[src/rtl/word_buffer_ctrl_pkg.sv]
// Shared types and constants for the word buffer controller.
// Holds the FSM state enum, frame/word/buffer widths and a partial-word test helper.
// Imported by the interface, the starvation timer and the top.
package word_buffer_ctrl_pkg;

   localparam int FRAME_W    = 40;
   localparam int WORD_W     = 32;
   localparam int BUF_BITS   = 256;
   // Wide enough to hold BUF_BITS itself (a completely full buffer).
   localparam int BITS_CNT_W = $clog2(BUF_BITS) + 1;

   typedef logic [BITS_CNT_W-1:0] bits_cnt_t;

   localparam bits_cnt_t WORD_BITS = bits_cnt_t'(WORD_W);

   typedef enum logic [1:0] {
      ST_IDLE    = 2'd0,
      ST_RUN     = 2'd1,
      ST_PARTIAL = 2'd2,
      ST_DRAIN   = 2'd3
   } state_t;

   // True when the buffer holds some bits but not enough for a full word.
   function automatic logic is_partial(input bits_cnt_t bits);
      return (bits != '0) && (bits < WORD_BITS);
   endfunction

endpackage

[src/rtl/word_buffer_ctrl_if.sv]
// Bus bundle between the controller, the upstream frame source, the word buffer and the word sink.
// Ports: frame_valid/frame_data/frame_ready, buf_wren/buf_din/buf_rden, buf_dout/buf_bits_count/
//        buf_almost_empty/buf_almost_full, word_out/word_valid/word_ready.
// master = controller side, slave = environment side (source, buffer and sink).
interface word_buffer_ctrl_if;
   import word_buffer_ctrl_pkg::*;

   // upstream frames
   logic               frame_valid;
   logic [FRAME_W-1:0] frame_data;
   logic               frame_ready;

   // word buffer strobes and status
   logic               buf_wren;
   logic [FRAME_W-1:0] buf_din;
   logic               buf_rden;
   logic [WORD_W-1:0]  buf_dout;
   bits_cnt_t          buf_bits_count;
   logic               buf_almost_empty;
   logic               buf_almost_full;

   // downstream words
   logic [WORD_W-1:0]  word_out;
   logic               word_valid;
   logic               word_ready;

   modport master (
      input  frame_valid, frame_data,
      output frame_ready,
      output buf_wren, buf_din, buf_rden,
      input  buf_dout, buf_bits_count, buf_almost_empty, buf_almost_full,
      output word_out, word_valid,
      input  word_ready
   );

   modport slave (
      output frame_valid, frame_data,
      input  frame_ready,
      input  buf_wren, buf_din, buf_rden,
      output buf_dout, buf_bits_count, buf_almost_empty, buf_almost_full,
      input  word_out, word_valid,
      output word_ready
   );

endinterface

[src/rtl/wbc_starve_timer.sv]
// Write-starvation timer: counts cycles a partial word sits in the buffer untouched.
// Latency: timeout is a compare on the registered count, valid the cycle the count reaches FLUSH_TIMEOUT.
// Backpressure: none; it only observes strobes. Ports: clk, rst, wren, rden, bits_count in; timeout out.
module wbc_starve_timer
   import word_buffer_ctrl_pkg::*;
#(
   parameter int FLUSH_TIMEOUT = 64,
   parameter int TIMEOUT_W     = 8
) (
   input  logic      clk,
   input  logic      rst,
   input  logic      wren,
   input  logic      rden,
   input  bits_cnt_t bits_count,
   output logic      timeout
);

   localparam logic [TIMEOUT_W-1:0] LIMIT = TIMEOUT_W'(FLUSH_TIMEOUT);

   logic [TIMEOUT_W-1:0] cnt;
   logic                 clear;

   // Any buffer activity, or a buffer that is empty or holds a full word, restarts the wait.
   assign clear = wren | rden | ~is_partial(bits_count);

   always_ff @(posedge clk or posedge rst) begin
      if (rst) begin
         cnt <= '0;
      end else if (clear) begin
         cnt <= '0;
      end else if (cnt != LIMIT) begin
         cnt <= cnt + 1'b1;
      end
   end

   assign timeout = (cnt == LIMIT);

endmodule

[src/rtl/word_buffer_ctrl.sv]
// Repacks 40-bit frames into 32-bit words through an external bit buffer, flushing partial words.
// Latency: 1 cycle from buf_rden to word_valid; partial words after flush or FLUSH_TIMEOUT idle cycles.
// Backpressure: frame_ready drops on buf_almost_full or outside RUN; reads stall while word_out is held.
// Ports: clk, rst (async, active-high), enable, flush, busy, bus (word_buffer_ctrl_if.master).
// Optional WORD_BUFFER_CTRL_STATS_EN adds frame_cnt, word_cnt and partial_cnt outputs.
module word_buffer_ctrl
   import word_buffer_ctrl_pkg::*;
#(
   parameter int FLUSH_TIMEOUT = 64,
   parameter int TIMEOUT_W     = 8
) (
   input  logic               clk,
   input  logic               rst,
   input  logic               enable,
   input  logic               flush,
   output logic               busy,
   word_buffer_ctrl_if.master bus
`ifdef WORD_BUFFER_CTRL_STATS_EN
   ,
   output logic [31:0]        frame_cnt,
   output logic [31:0]        word_cnt,
   output logic [15:0]        partial_cnt
`endif
);

   state_t            state;
   logic              ret_drain;   // PARTIAL goes back to DRAIN rather than RUN
   logic [WORD_W-1:0] word_q;
   logic              word_vld_q;

   logic out_free;
   logic has_partial;
   logic buf_empty;
   logic rden;
   logic wren;
   logic timeout;

   assign out_free    = ~word_vld_q | bus.word_ready;
   assign has_partial = is_partial(bus.buf_bits_count);
   assign buf_empty   = (bus.buf_bits_count == '0);

   assign bus.frame_ready = (state == ST_RUN) & ~bus.buf_almost_full;
   assign wren            = bus.frame_valid & bus.frame_ready;
   assign bus.buf_wren    = wren;
   assign bus.buf_din     = bus.frame_data;

   // The single partial read is issued only while bits remain; an empty buffer just exits PARTIAL.
   always_comb begin
      rden = 1'b0;
      case (state)
         ST_RUN, ST_DRAIN: rden = out_free & ~bus.buf_almost_empty;
         ST_PARTIAL:       rden = out_free & ~buf_empty;
         default:          rden = 1'b0;
      endcase
   end

   assign bus.buf_rden = rden;

   wbc_starve_timer #(
      .FLUSH_TIMEOUT (FLUSH_TIMEOUT),
      .TIMEOUT_W     (TIMEOUT_W)
   ) u_starve_timer (
      .clk        (clk),
      .rst        (rst),
      .wren       (wren),
      .rden       (rden),
      .bits_count (bus.buf_bits_count),
      .timeout    (timeout)
   );

   always_ff @(posedge clk or posedge rst) begin
      if (rst) begin
         state     <= ST_IDLE;
         ret_drain <= 1'b0;
      end else begin
         case (state)
            ST_IDLE: begin
               if (enable) begin
                  state <= ST_RUN;
               end
            end
            ST_RUN: begin
               if (!enable) begin
                  state <= ST_DRAIN;
               end else if (has_partial && (flush || timeout)) begin
                  state     <= ST_PARTIAL;
                  ret_drain <= 1'b0;
               end
            end
            ST_PARTIAL: begin
               if (rden || buf_empty) begin
                  state <= ret_drain ? ST_DRAIN : ST_RUN;
               end
            end
            ST_DRAIN: begin
               // Leave only once every buffered bit has been handed downstream.
               if (buf_empty && !word_vld_q) begin
                  state <= ST_IDLE;
               end else if (has_partial) begin
                  state     <= ST_PARTIAL;
                  ret_drain <= 1'b1;
               end
            end
            default: begin
               state <= ST_IDLE;
            end
         endcase
      end
   end

   // Output register: loads only on a read, and reads only happen when it is free,
   // so word_out holds while a word waits for word_ready.
   always_ff @(posedge clk or posedge rst) begin
      if (rst) begin
         word_q     <= '0;
         word_vld_q <= 1'b0;
      end else if (rden) begin
         word_q     <= bus.buf_dout;
         word_vld_q <= 1'b1;
      end else if (bus.word_ready) begin
         word_vld_q <= 1'b0;
      end
   end

   assign bus.word_out   = word_q;
   assign bus.word_valid = word_vld_q;
   assign busy           = (state != ST_IDLE);

`ifdef WORD_BUFFER_CTRL_STATS_EN
   always_ff @(posedge clk or posedge rst) begin
      if (rst) begin
         frame_cnt   <= '0;
         word_cnt    <= '0;
         partial_cnt <= '0;
      end else begin
         if (wren) begin
            frame_cnt <= frame_cnt + 32'd1;
         end
         if (word_vld_q && bus.word_ready) begin
            word_cnt <= word_cnt + 32'd1;
         end
         if (rden && (state == ST_PARTIAL)) begin
            partial_cnt <= partial_cnt + 16'd1;
         end
      end
   end
`endif

endmodule

[src/flat_wrapper.sv]
// flat-port wrapper written by rule: the top's interface ports become plain ports
module word_buffer_ctrl_flat import word_buffer_ctrl_pkg::*;
#(
   parameter int FLUSH_TIMEOUT = 64,
   parameter int TIMEOUT_W     = 8
)
  (clk, rst, enable, flush, busy, bus_frame_valid, bus_frame_data, bus_frame_ready, bus_buf_wren, bus_buf_din, bus_buf_rden, bus_buf_dout, bus_buf_bits_count, bus_buf_almost_empty, bus_buf_almost_full, bus_word_out, bus_word_valid, bus_word_ready);
  word_buffer_ctrl_if bus_i ();
  input  logic clk;
  input  logic rst;
  input  logic enable;
  input  logic flush;
  output logic busy;
  input wire logic [$bits(bus_i.frame_valid)-1:0] bus_frame_valid;
  input wire logic [$bits(bus_i.frame_data)-1:0] bus_frame_data;
  output wire logic [$bits(bus_i.frame_ready)-1:0] bus_frame_ready;
  output wire logic [$bits(bus_i.buf_wren)-1:0] bus_buf_wren;
  output wire logic [$bits(bus_i.buf_din)-1:0] bus_buf_din;
  output wire logic [$bits(bus_i.buf_rden)-1:0] bus_buf_rden;
  input wire logic [$bits(bus_i.buf_dout)-1:0] bus_buf_dout;
  input wire logic [$bits(bus_i.buf_bits_count)-1:0] bus_buf_bits_count;
  input wire logic [$bits(bus_i.buf_almost_empty)-1:0] bus_buf_almost_empty;
  input wire logic [$bits(bus_i.buf_almost_full)-1:0] bus_buf_almost_full;
  output wire logic [$bits(bus_i.word_out)-1:0] bus_word_out;
  output wire logic [$bits(bus_i.word_valid)-1:0] bus_word_valid;
  input wire logic [$bits(bus_i.word_ready)-1:0] bus_word_ready;
  assign bus_i.frame_valid = bus_frame_valid;
  assign bus_i.frame_data = bus_frame_data;
  assign bus_frame_ready = bus_i.frame_ready;
  assign bus_buf_wren = bus_i.buf_wren;
  assign bus_buf_din = bus_i.buf_din;
  assign bus_buf_rden = bus_i.buf_rden;
  assign bus_i.buf_dout = bus_buf_dout;
  assign bus_i.buf_bits_count = bus_buf_bits_count;
  assign bus_i.buf_almost_empty = bus_buf_almost_empty;
  assign bus_i.buf_almost_full = bus_buf_almost_full;
  assign bus_word_out = bus_i.word_out;
  assign bus_word_valid = bus_i.word_valid;
  assign bus_i.word_ready = bus_word_ready;
  word_buffer_ctrl #(.FLUSH_TIMEOUT(FLUSH_TIMEOUT), .TIMEOUT_W(TIMEOUT_W)) u_core (.clk(clk), .rst(rst), .enable(enable), .flush(flush), .busy(busy), .bus(bus_i));
endmodule
[config.mk]
export PLATFORM = sky130hd
export DESIGN_NAME = word_buffer_ctrl_flat
export DESIGN_NICKNAME = d
export VERILOG_FILES = /design/src/rtl/word_buffer_ctrl_pkg.sv /design/src/rtl/word_buffer_ctrl_if.sv /design/src/rtl/wbc_starve_timer.sv /design/src/rtl/word_buffer_ctrl.sv /design/src/flat_wrapper.sv
export SDC_FILE = /design/constraint.sdc
export NUM_CORES = 1
export LEC_CHECK = 0
export CELL_PAD_IN_SITES_DETAIL_PLACEMENT = 1
export CELL_PAD_IN_SITES_GLOBAL_PLACEMENT = 1
export CORE_ASPECT_RATIO = 1.75
export CORE_UTILIZATION = 23
export DETAILED_ROUTE_END_ITERATION = 10
export GPL_TIMING_DRIVEN = 0
export PLACE_DENSITY = 0.8
export SYNTH_ARGS = -nofsm -noshare
export SYNTH_HDL_FRONTEND = slang
export SYNTH_SLANG_ARGS = --single-unit
export TNS_END_PERCENT = 50
[constraint.sdc]
create_clock -name clk -period 1.8 [get_ports clk]
set_clock_uncertainty 0.2 [all_clocks]
set_input_delay 0.18 -clock clk [delete_from_list [all_inputs] [get_ports clk]]
set_output_delay 0.18 -clock clk [all_outputs]
set_load 0.005 [all_outputs]
==> key figures <==
Outcome
  – Status: finished, violations left
  – Failing checks: negative setup slack

Clock network
  – CTS clock-pin slew for the worst setup and hold paths: 0.06 ns
  – CTS Sinks: 44
  – Clock root buffer: clkbuf_16
  – Total CTS buffers: 5
  – CTS tree: built
  – H-tree Lvls: 2
  – Clk Latency, worst-skew pair: 0.28 ns
  – CTS max path bufs: 2

Logic synthesis
  – Syn nets: 281
  – #FFs+latches synth: 44
  – Prevailing post-synth register cell: dfrtp_1
  – Commonest cells in the netlist: dfrtp_1, buf_4, mux2_4
  – Sequential share of the synthesized area: 0.462
  – Synthesized netlist cell count: 190
  – Yosys cell types: 37
  – Synthesis Warnings: 0
  – Post-Synth XOR/XNOR Area: 0.0221
  – Dominant cell type by area after synthesis: dfrtp_1
  – Simple-gate share of the synthesized area: 0.0825
  – Mean Syn Cell Area: 12.5 µm²
  – Async SR Flop Fraction: 1.00
  – EDFF count, synth: 0
  – Leading post-synthesis cells by cell area: dfrtp_1, mux2_4, buf_4
  – Area share of the largest cell type after synthesis: 0.462
  – Largest family of logic cells by synthesized area: multiplexers
  – Count leader, synth: dfrtp_1
  – Complex-gate fraction of the synthesized area: 0.0657
  – Post-Synth Adder-Cell Area: 0.0105
  – Post-synth design cell area: 2380 µm²
  – Mux cell area share after synthesis: 0.201

Floorplan
  – Area of the die: 10800 µm²
  – Die width: 78.9 µm
  – Core ar.: 9970 µm²
  – Starting Density: 0.239
  – Top Ports: 166
  – Rows: 48
  – Die Y: 137 µm

STA
  – Final period util: 1.06
  – RSZ-0062 raised after global routing: yes
  – Min Tclk post-route: 1.92 ns
  – Measured slew at the worst slew-check pin: 0.402 ns
  – Final hold violations: 0
  – Normalized max-slew margin: 0.730
  – Max frequency: 522 MHz
  – Setup WS post-layout: -0.116 ns
  – Slew Viols, Final: 0
  – Final Setup Violations: 34

Global routing
  – Gr usage total: 0.132
  – Initial antenna violation count: 0
  – Largest net degree at the start of global routing: 40
  – Global-route wire length before repair: 10800 µm
  – Vias in the first global route: 2199
  – Total gr overflow: 0

Worst setup path
  – RR Startpoint: u_core.state[0]
  – Setup crit start: bus_buf_bits_count[7]
  – Kind of critical path: input port to flip-flop
  – Crit path to: u_core.bus.word_out[3]
  – Critical Path End Type: flip-flop
  – CP startpoint kind: input port
  – R2R Setup Slk: -0.01 ns
  – Worst-case reg-to-reg path depth: 6
  – R2R Path End: u_core.bus.word_out[3]
  – CP Data Arrival Time: 1.88 ns
  – Worst Path Required: 1.77 ns
  – Worst-path maximum fanout: 10

Finish
  – Filler cells: 1099
  – Layout area overhead: 75.6%
  – Design Area, Final: 4180 µm²
  – Ant diodes: 0
  – Final #Nets: 431
  – Share of layout cells above drive strength 1: 0.375
  – Footprint of the multi-input gates: 955 µm²
  – Sequential Area: 1110 µm²

Flow run
  – Max-cap check violation count: 0

Pwr
  – Pwr dens: 1320 nW/µm²
  – Pwr Total: 5540 µW
  – Clock power frac: 0.162
  – LEAKAGE: 0.00187 µW
  – Power Internal: 3960 µW
  – VDD IR max: 646 µV
  – Psw: 1570 µW
  – Seq pwr share: 0.306
  – Sw frac: 0.284
  – Logic pwr share: 0.532

Routing
  – Routed len/inst: 15.5 µm
  – Vias per inst: 4.30
  – Via count: 2006
  – 1st-iter DRT viols: 43
  – Antenna-violating nets left: 0
  – Final wirelength: 7230 µm
  – Drt pass-1 iters: 2
  – DR DRC count: 0

Placement
  – Gpl congestion: 0.746
  – Port-buffer cells: 125
  – Placed cell areas: 3810 µm²
  – DP HPWL: 5320 µm

Worst hold path
  – Type of the most critical hold path: input port to flip-flop
-- layout make-up --
| cell class | instances | area share |
|---|---|---|
| Clock inverter | 3 | 0.00449 |
| Multi-Input combinational cell | 95 | 0.228 |
| Clock buffer | 5 | 0.0299 |
| Inverter | 6 | 0.00539 |
| Sequential cell | 44 | 0.265 |
| Tap cell | 125 | 0.0374 |
| Buffer | 44 | 0.0868 |
| Timing Repair Buffer | 144 | 0.343 |
-- timing repair --
| action | in CTS | in global routing |
|---|---|---|
| gates cloned | 0 | 1 |
| endpoints found under the setup margin | 47 | 46 |
| endpoints found under the hold margin | 5 | 0 |
| resized for setup | 57 | 15 |
| buffers inserted | 11 | 6 |
| pin swaps | 8 | 8 |
| hold buffers | 1 | 0 |
-- cells in the final DEF, fill, tap and decap left out, types with 2 or more instances in the layout --
master	n
clkdlybuf4s50_1	113
buf_2	4
inv_1	3
clkinv_2	2
dfrtp_1	40
and3_1	2
inv_2	3
mux2_4	29
nor2_1	11
clkbuf_16	6
dfrtp_2	4
buf_8	2
buf_12	4
nand2b_1	3
xor2_1	5
ha_1	2
mux2_2	3
a21oi_1	5
buf_6	6
buf_4	53
nand3_1	8
a211o_1	2
nand2_1	3
or4_4	2
-- worst max-delay path, stage by stage --
cell and delay (ns):
buf_8 0.10, or4_4 0.55, o311ai_4 0.34, a21oi_4 0.11, buf_6 0.16, buf_12 0.15, mux2_4 0.30
-- state kept, by name, indices dropped and copies added, names as in the netlist --
| name | cells |
|---|---|
| u_core.bus.word_out | 32 |
| u_core.bus.word_valid | 1 |
| u_core.ret_drain | 1 |
| u_core.u_starve_timer.cnt | 8 |
| u_core.state | 2 |
-- cells by family after synthesis --
group,after synthesis
buf+inv,51
compound gates,18
flops,44
mux,33
fa+ha+maj,2
xor+xnor,6
simple gates,36
-- power by group through the flow --
stage / Sequential (µW) / Combinational (µW) / Clock (µW)
floorplan: 1680 / 1350 / 0
global placement: 1670 / 2580 / 0
detailed placement: 1690 / 2650 / 0
CTS: 1700 / 2850 / 942
global route: 1750 / 3130 / 977
finish: 1690 / 2950 / 896
-- metal layers --
layer  global-route usage  share of wire  up-vias
li1                     -              -      910
met1                0.121           0.31      964
met2                0.267           0.58      125
met3               0.0353          0.093        7
met4               0.0475          0.016        0
met5                    0              0        -
-- metrics by stage --
stage / util / TNS, ns / setup WS [ns] / hold WS (ns) / std cells
after floorplan: - / -4.11 / -0.139 / 0.128 / 190
after global placement: 0.380 / -58.42 / -0.915 / 0.289 / 440
after detailed placement: 0.382 / -33.51 / -1.05 / 0.218 / 441
after CTS: 0.409 / -2.71 / -0.0974 / 0.0998 / 459
after global routing: 0.419 / -4.83 / -0.160 / 0.117 / 466
final: 0.419 / -3.14 / -0.116 / 0.0972 / 466
-- how the worst min path moves through the flow --
| stage | start | end | slack [ns] | cells past startpoint |
|---|---|---|---|---|
| 3_5_place_dp | rst | u_core.bus.word_out[18] | 0.22 | 2 |
| 5_1_grt | bus_buf_bits_count[8] | u_core.state[1] | 0.12 | 4 |
| 3_3_place_gp | u_core.bus.word_out[5] | u_core.bus.word_out[5] | 0.29 | 1 |
| 4_1_cts | bus_buf_bits_count[8] | u_core.state[1] | 0.1 | 4 |
| 2_1_floorplan | bus_buf_dout[0] | u_core.bus.word_out[0] | 0.13 | 1 |
| 6_report | bus_buf_bits_count[8] | u_core.state[1] | 0.1 | 4 |
Note: power is estimated with default switching activity, not from simulation.
